[src/rtl/dense_neuron_mac.sv]
// dense_neuron_mac
// Per-neuron multiply-accumulate stage ahead of the tanh activation LUT.
// Accepts a stream of (activation, weight) beats in signed Q(N-Q-1).Q,
// accumulates the Q-aligned products at ACC_W bits, adds the neuron bias on
// the terminating beat, saturates to N bits and holds the result on a
// valid/ready output until the activation stage takes it.
module dense_neuron_mac #(
  parameter int N      = 32,
  parameter int Q      = 16,
  parameter int ACC_W  = 48,
  parameter int MAX_IN = 64
) (
  input  logic         clk,
  input  logic         rst,
  input  logic         in_valid,
  output logic         in_ready,
  input  logic [N-1:0] in_data,
  input  logic [N-1:0] in_weight,
  input  logic         in_last,
  input  logic [N-1:0] bias,
  output logic         out_valid,
  input  logic         out_ready,
  output logic [N-1:0] out_data,
  output logic         out_sat,
  output logic         out_trunc
);

  typedef enum logic {
    ACCUM = 1'b0,
    HOLD  = 1'b1
  } state_t;

  // Beat counter only has to reach MAX_IN-1.
  localparam int CNT_W = (MAX_IN > 1) ? $clog2(MAX_IN) : 1;
  localparam logic [CNT_W-1:0] CNT_LAST = CNT_W'(MAX_IN - 1);

  // Two guard bits above the accumulator so acc + product + bias can never
  // wrap before the saturation compare.
  localparam int SUM_W = ACC_W + 2;
  localparam logic signed [SUM_W-1:0] SAT_POS = {{(SUM_W-N+1){1'b0}}, {(N-1){1'b1}}};
  localparam logic signed [SUM_W-1:0] SAT_NEG = {{(SUM_W-N+1){1'b1}}, {(N-1){1'b0}}};

  state_t                   r_state;
  logic                     r_in_ready;
  logic                     r_out_valid;
  logic signed [ACC_W-1:0]  r_acc;
  logic        [CNT_W-1:0]  r_cnt;
  logic        [N-1:0]      r_out_data;
  logic                     r_out_sat;
  logic                     r_out_trunc;

  logic signed [2*N-1:0]    w_prod_full;
  logic signed [2*N-1:0]    w_prod_shr;
  logic signed [ACC_W-1:0]  w_prod;
  logic signed [SUM_W-1:0]  w_sum;
  logic                     w_accept;
  logic                     w_term;
  logic                     w_pos_ovf;
  logic                     w_neg_ovf;
  logic        [N-1:0]      w_sat_data;

  // Full-precision product; both operands are signed so the multiply is
  // sign-extended to 2N bits before it is formed.
  assign w_prod_full = $signed(in_data) * $signed(in_weight);

  // Re-align to Q fractional bits; arithmetic shift floors toward -inf.
  assign w_prod_shr  = w_prod_full >>> Q;

  // NOTE: a part-select is always unsigned; assigning it to a signed net
  // restores the signed interpretation without changing the bits.
  assign w_prod      = w_prod_shr[ACC_W-1:0];

  assign w_accept    = in_valid && r_in_ready;
  assign w_term      = in_last || (r_cnt == CNT_LAST);

  // Final sum for the terminating beat, evaluated at guard width.
  assign w_sum = {{2{r_acc[ACC_W-1]}}, r_acc}
               + {{2{w_prod[ACC_W-1]}}, w_prod}
               + {{(SUM_W-N){bias[N-1]}}, bias};

  assign w_pos_ovf  = (w_sum > SAT_POS);
  assign w_neg_ovf  = (w_sum < SAT_NEG);
  assign w_sat_data = w_pos_ovf ? {1'b0, {(N-1){1'b1}}} :
                      w_neg_ovf ? {1'b1, {(N-1){1'b0}}} :
                                  w_sum[N-1:0];

  // Neuron FSM: accumulate beats in ACCUM, present the result in HOLD.
  // NOTE: every state register uses non-blocking assignment so all of them
  // update together from values sampled before the edge.
  always_ff @(posedge clk) begin
    if (rst) begin
      r_state     <= ACCUM;
      r_in_ready  <= 1'b1;
      r_out_valid <= 1'b0;
      r_acc       <= '0;
      r_cnt       <= '0;
      r_out_data  <= '0;
      r_out_sat   <= 1'b0;
      r_out_trunc <= 1'b0;
    end else begin
      case (r_state)
        ACCUM: begin
          if (w_accept) begin
            if (w_term) begin
              r_out_data  <= w_sat_data;
              r_out_sat   <= w_pos_ovf || w_neg_ovf;
              r_out_trunc <= !in_last;
              r_acc       <= '0;
              r_cnt       <= '0;
              r_in_ready  <= 1'b0;
              r_out_valid <= 1'b1;
              r_state     <= HOLD;
            end else begin
              r_acc <= r_acc + w_prod;
              r_cnt <= r_cnt + 1'b1;
            end
          end
        end
        HOLD: begin
          if (out_ready) begin
            r_in_ready  <= 1'b1;
            r_out_valid <= 1'b0;
            r_state     <= ACCUM;
          end
        end
        default: begin
          r_in_ready  <= 1'b1;
          r_out_valid <= 1'b0;
          r_state     <= ACCUM;
        end
      endcase
    end
  end

  assign in_ready  = r_in_ready;
  assign out_valid = r_out_valid;
  assign out_data  = r_out_data;
  assign out_sat   = r_out_sat;
  assign out_trunc = r_out_trunc;

endmodule

[config.mk]
export PLATFORM = sky130hd
export DESIGN_NAME = dense_neuron_mac
export DESIGN_NICKNAME = d
export VERILOG_FILES = /design/src/rtl/dense_neuron_mac.sv
export SDC_FILE = /design/constraint.sdc
export NUM_CORES = 2
export LEC_CHECK = 0
export CAP_MARGIN = 20
export CORE_MARGIN = 3
export CORE_UTILIZATION = 50
export CTS_BUF_LIST = sky130_fd_sc_hd__clkbuf_8
export CTS_CLUSTER_SIZE = 30
export DETAILED_ROUTE_END_ITERATION = 8
export GPL_ROUTABILITY_DRIVEN = 1
export PLACE_DENSITY = 0.66
export SYNTH_ARGS = -nofsm -noshare
export SYNTH_HDL_FRONTEND = slang
export SYNTH_SLANG_ARGS = --single-unit
[constraint.sdc]
create_clock -name clk -period 23 [get_ports clk]
set_clock_uncertainty 0.1 [all_clocks]
set_input_delay 6.9 -clock clk [delete_from_list [all_inputs] [get_ports clk]]
set_output_delay 6.9 -clock clk [all_outputs]
set_load 0.005 [all_outputs]
Word level (Yosys, flattened, before mapping):

Index checks and enable logic that the tools add are counted.

* register bits: 91
* word-level logic and storage cells: 43

* add/subtract/negate cells: 4
* multiply operators: 1
* magnitude comparators: 2
* equality and inequality tests: 4
* mux-type cells: 16
* bitwise gates (word level): 1
* reduce and logical (&&, ||, !) cells: 7

Operator list (number)
* $mul 32x32->64: 1
* $mux 32: 2
* $add 49x32->50: 1
* $gt 50x32->1 const B: 1
* $lt 50x32->1 const B: 1
* $add 48x48->49: 1
* $add 48x48->48: 1
* $mux 48: 1
* $mux 1: 9
* $add 6x1->6 const B: 1
* $eq 6x6->1 const B: 1
* $mux 6: 1
* $ne 2x2->1 const B: 3
* $pmux 1 s2: 3
* $reduce_and 3->1: 2
* $logic_or 1x1->1: 2
* $reduce_and 2->1: 1
* $logic_and 1x1->1: 1
* $logic_not 1->1: 1
* $not 1->1: 1

Logic depth before layout (Yosys ltp):

* depth in word-level cells: 6
* mapped depth: 45

Worst setup path after synthesis:

OpenSTA, ideal clock, no wires.

* path kind: input-to-reg
* from: input port in_data[31]
* to: register r_out_data[4] (netlist: out_data[4])
* setup time: 79 ps
* arrival time: 17704 ps
* required time: 22821 ps
* setup slack: 5117 ps
* stages: 42
* path buffers: 3
* cells stage by stage: clkbuf_1 nand2_1 inv_1 fa_1 inv_1 fa_1 inv_1 fa_1 fa_1 inv_1 fa_1 inv_1 fa_1 fa_1 fa_1 ha_1 and3_1 nand2_1 [6 not listed] a21oi_1 xnor2_1 fa_1 ha_1 clkbuf_1 inv_1 o21bai_1 a21oi_1 o21a_1 o31ai_1 mux2_2 a311oi_1 and3_1 nand4_1 o41ai_2 buf_2 o211ai_1 a211oi_2

* cells in the longest elaborated chain, start to end: 6
* elaborated cells on any way between the ends: 7

RTL lines
* start: declaration: line 17 `input logic [N-1:0] in_data,`
* $mul 32x32->64 *: line 64 `assign w_prod_full = $signed(in_data) * $signed(in_weight);`
* $add 48x48->49 *: line 78 `+ {{2{w_prod[ACC_W-1]}}, w_prod}`
* $add 49x32->50 *: line 79 `+ {{(SUM_W-N){bias[N-1]}}, bias};`
* $lt 50x32->1: line 82 `assign w_neg_ovf = (w_sum < SAT_NEG);`
* $mux 32: line 84 `w_neg_ovf ? {1'b1, {(N-1){1'b0}}} :`
* $mux 32 *: line 83 `assign w_sat_data = w_pos_ovf ? {1'b0, {(N-1){1'b1}}} :`
* end signal: assignment: line 105 `r_out_data <= w_sat_data;`
* end: declaration: line 48 `logic [N-1:0] r_out_data;`

Mark *: on every way between the ends. The rest lies on a longest branch, timed or not.
A chain may end at the register's enable or synchronous reset.

Worst setup path after layout:

* from: input port in_weight[0]
* to: register r_out_data[25] (netlist: out_data[25])

* cells in the longest elaborated chain, start to end: 6
* elaborated cells on any way between the ends: 7

RTL lines
* start: declaration: line 18 `input logic [N-1:0] in_weight,`
* $mul 32x32->64 *: line 64
* $add 48x48->49 *: line 78
* $add 49x32->50 *: line 79
* $lt 50x32->1: line 82
* $mux 32: line 84
* $mux 32 *: line 83

Marked as above.

==> results_dict.tcl <==
set metrics [dict create \
    drv_slew 0 \
    cts_resized 0 \
    num_rows 109 \
    holdWs_ns 0.366 \
    rsz0062_at_grt "no" \
    dieArea_um2 93600 \
    layout_min_cycle_time_ns 19.93 \
    area_growth_pct 5.59 \
    ys.flop_type "dfxtp_1" \
    wl_um 115000 \
    hold_depth 2 \
    synthCells 4924 \
    antenna_found_initial 2 \
    avgRoutedWirePerCell_um 18.9 \
    status "complete, no violations" \
    start_kind "primary input" \
    ios 137 \
    clock_latency_ns 0.44 \
    die_h_um 306 \
    netlist_top_cells_area "fa_1, inv_1, and2_1" \
    drv_cap 0 \
    clk_pin_slew_ns 0.09 \
    rrSetupSlack_ns 17.23 \
    dpl-instance-area_um2 47300 \
    crit_type "primary input to flip-flop" \
    htreeDepth 3 \
    viasPerCell 5.42 \
    finalSetupTns_ns 0 \
    end_kind "flip-flop" \
    routabilityCongestion 0.894 \
    cp_data_required_time_ns 23.24 \
    cpMostUsedCell "fa_1" \
    cts_buffer_depth 2 \
    numCtsBuffers 9 \
    rr_endpoint "out_data[25]" \
    cts_tree "done" \
    gr-total-overflow 0 \
    ys_seq_area_frac 0.0405 \
    yosys_warnings 0 \
    die_w_um 306 \
    crit_family "adder cells" \
    r2r_cells 18 \
    clkSinkCount 91 \
    drive_above_1_share 0.0247 \
    ys_ff_latch 91 \
    avgSynthCellArea_um2 9.14 \
    hold_viol_final 0 \
    r2r-start "r_acc[1]" \
    grt_pass1_wl_um 190000 \
    synth_top_cell_by_area "fa_1" \
    relSlewSlack 0.337 \
    cts_hold_buf 0 \
    synth.most_common_cell "fa_1" \
    numPortBuffers 136 \
    synthesis.nets 6432 \
    initial_core_util 0.507 \
    critPathLaunch "in_weight[0]" \
    cp_max_fo 28 \
    post-cts-setup-buffers 0 \
    drc 0 \
    period_share 0.866 \
    gr-usage-all-layers 0.256 \
    worst_hold_path_type "flip-flop to flip-flop" \
    num_vias 32857 \
    synth_edf_count 0 \
    cpMaxStageDelayCell "fa_1" \
    final_cell_area_um2 47500 \
    first_pass_iters 5 \
    netlist_area_um2 45000 \
    worstHoldEndpoint "out_valid" \
    drt_iter0_drc 1954 \
    arrival_ns 20.16 \
    yosysTopAreaCellShare 0.503 \
    grt_max_degree 77 \
    hp-start "out_valid" \
    hpwl_um 93400 \
    max_freq_mhz 50.2 \
    core_area_um2 88800 \
    async_reset_ff_frac 0 \
    synth_common_cells "fa_1, inv_1, and2_1" \
    cts_root_buffer "clkbuf_8" \
    layout.nets 6399 \
    max_stage_delay_ns 1.19 \
    grt_pass1_vias 35578 \
    finalSetupViolations 0 \
    critPathBufInv 5 \
    synth_cell_type_count 75 \
    tightestPinTransition_ns 0.994 \
    final_antenna_net_count 0 \
]
per-layer routing:
layer  track usage  vias to the layer above  share of wire
met1         0.331                    17127           0.40
met2         0.451                      825           0.52
met4        0.0719                        0          0.031
met3        0.0347                      188          0.049
li1              -                    14717              -
met5             0                        -              0
tightest hold or removal path: stages (launching register included):
cell	delay, ns
dfxtp_1	0.32
nand2_1	0.05
a21oi_1	0.05
flip-flops by register name (all words and copies together) (netlist names):
signal     flops
r_acc         48
out_trunc      1
r_cnt          6
out_valid      1
out_data      32
in_ready       1
out_sat        1
r_state        1
area by class of cell:
cell class,instances,area (um2)
Fill cell,8180,41300
Multi-Input combinational cell,3555,38400
Inverter,1039,3900
Sequential cell,91,1820
Timing Repair Buffer,195,1720
Tap cell,1165,1460
Clock buffer,9,124
Clock inverter,7,92.6
Antenna cell,1,2.50
logic make-up (layout without fill, tap and decap cells):
family / Yosys count / count (layout) / synth area share
AND/OR/NAND/NOR: 1495 / 1495 / 0.168
other: 0 / 1 / 0
XOR/XNOR: 134 / 134 / 0.0261
adder cells (fa/ha/maj): 1407 / 1407 / 0.580
AO/OA/AOI/OAI: 515 / 515 / 0.0774
buffers and inverters: 1278 / 1250 / 0.107
flip-flops: 91 / 91 / 0.0405
multiplexers: 4 / 4 / 0.000918
layout by cell type (no fill, tap or decap), types with 38 or more instances in the layout:
master / count
nor2_1: 176
fa_1: 1131
dfxtp_1: 91
buf_4: 58
clkdlybuf4s50_1: 119
nand2_1: 536
xnor2_1: 89
and2_1: 573
a211oi_1: 38
a21o_1: 68
a21oi_1: 130
xor2_1: 45
ha_1: 276
o21ai_0: 82
inv_1: 1039
through the flow:
| stage | setup WS [ns] | std cells | util |
|---|---|---|---|
| after global routing | 2.47 | 6062 | 0.535 |
| after floorplan | 5.12 | 4924 | - |
| after global placement | 3.03 | 6044 | 0.532 |
| after CTS | 3.12 | 6061 | 0.535 |
| final | 3.07 | 6062 | 0.535 |
| after detailed placement | 2.72 | 6045 | 0.533 |
worst max-delay path by stage:
stage,cells past startpoint,endpoint,slack [ns]
2_1_floorplan,42,out_data[4],5.12
3_5_place_dp,38,out_data[17],2.72
4_1_cts,38,out_data[25],3.12
5_1_grt,38,out_data[9],2.47
3_3_place_gp,38,out_data[30],3.03
6_report,38,out_data[25],3.07
Power is left out: the tool's default activity adds up to more than one toggle a clock period on the data nets, which glitch-free logic cannot reach.
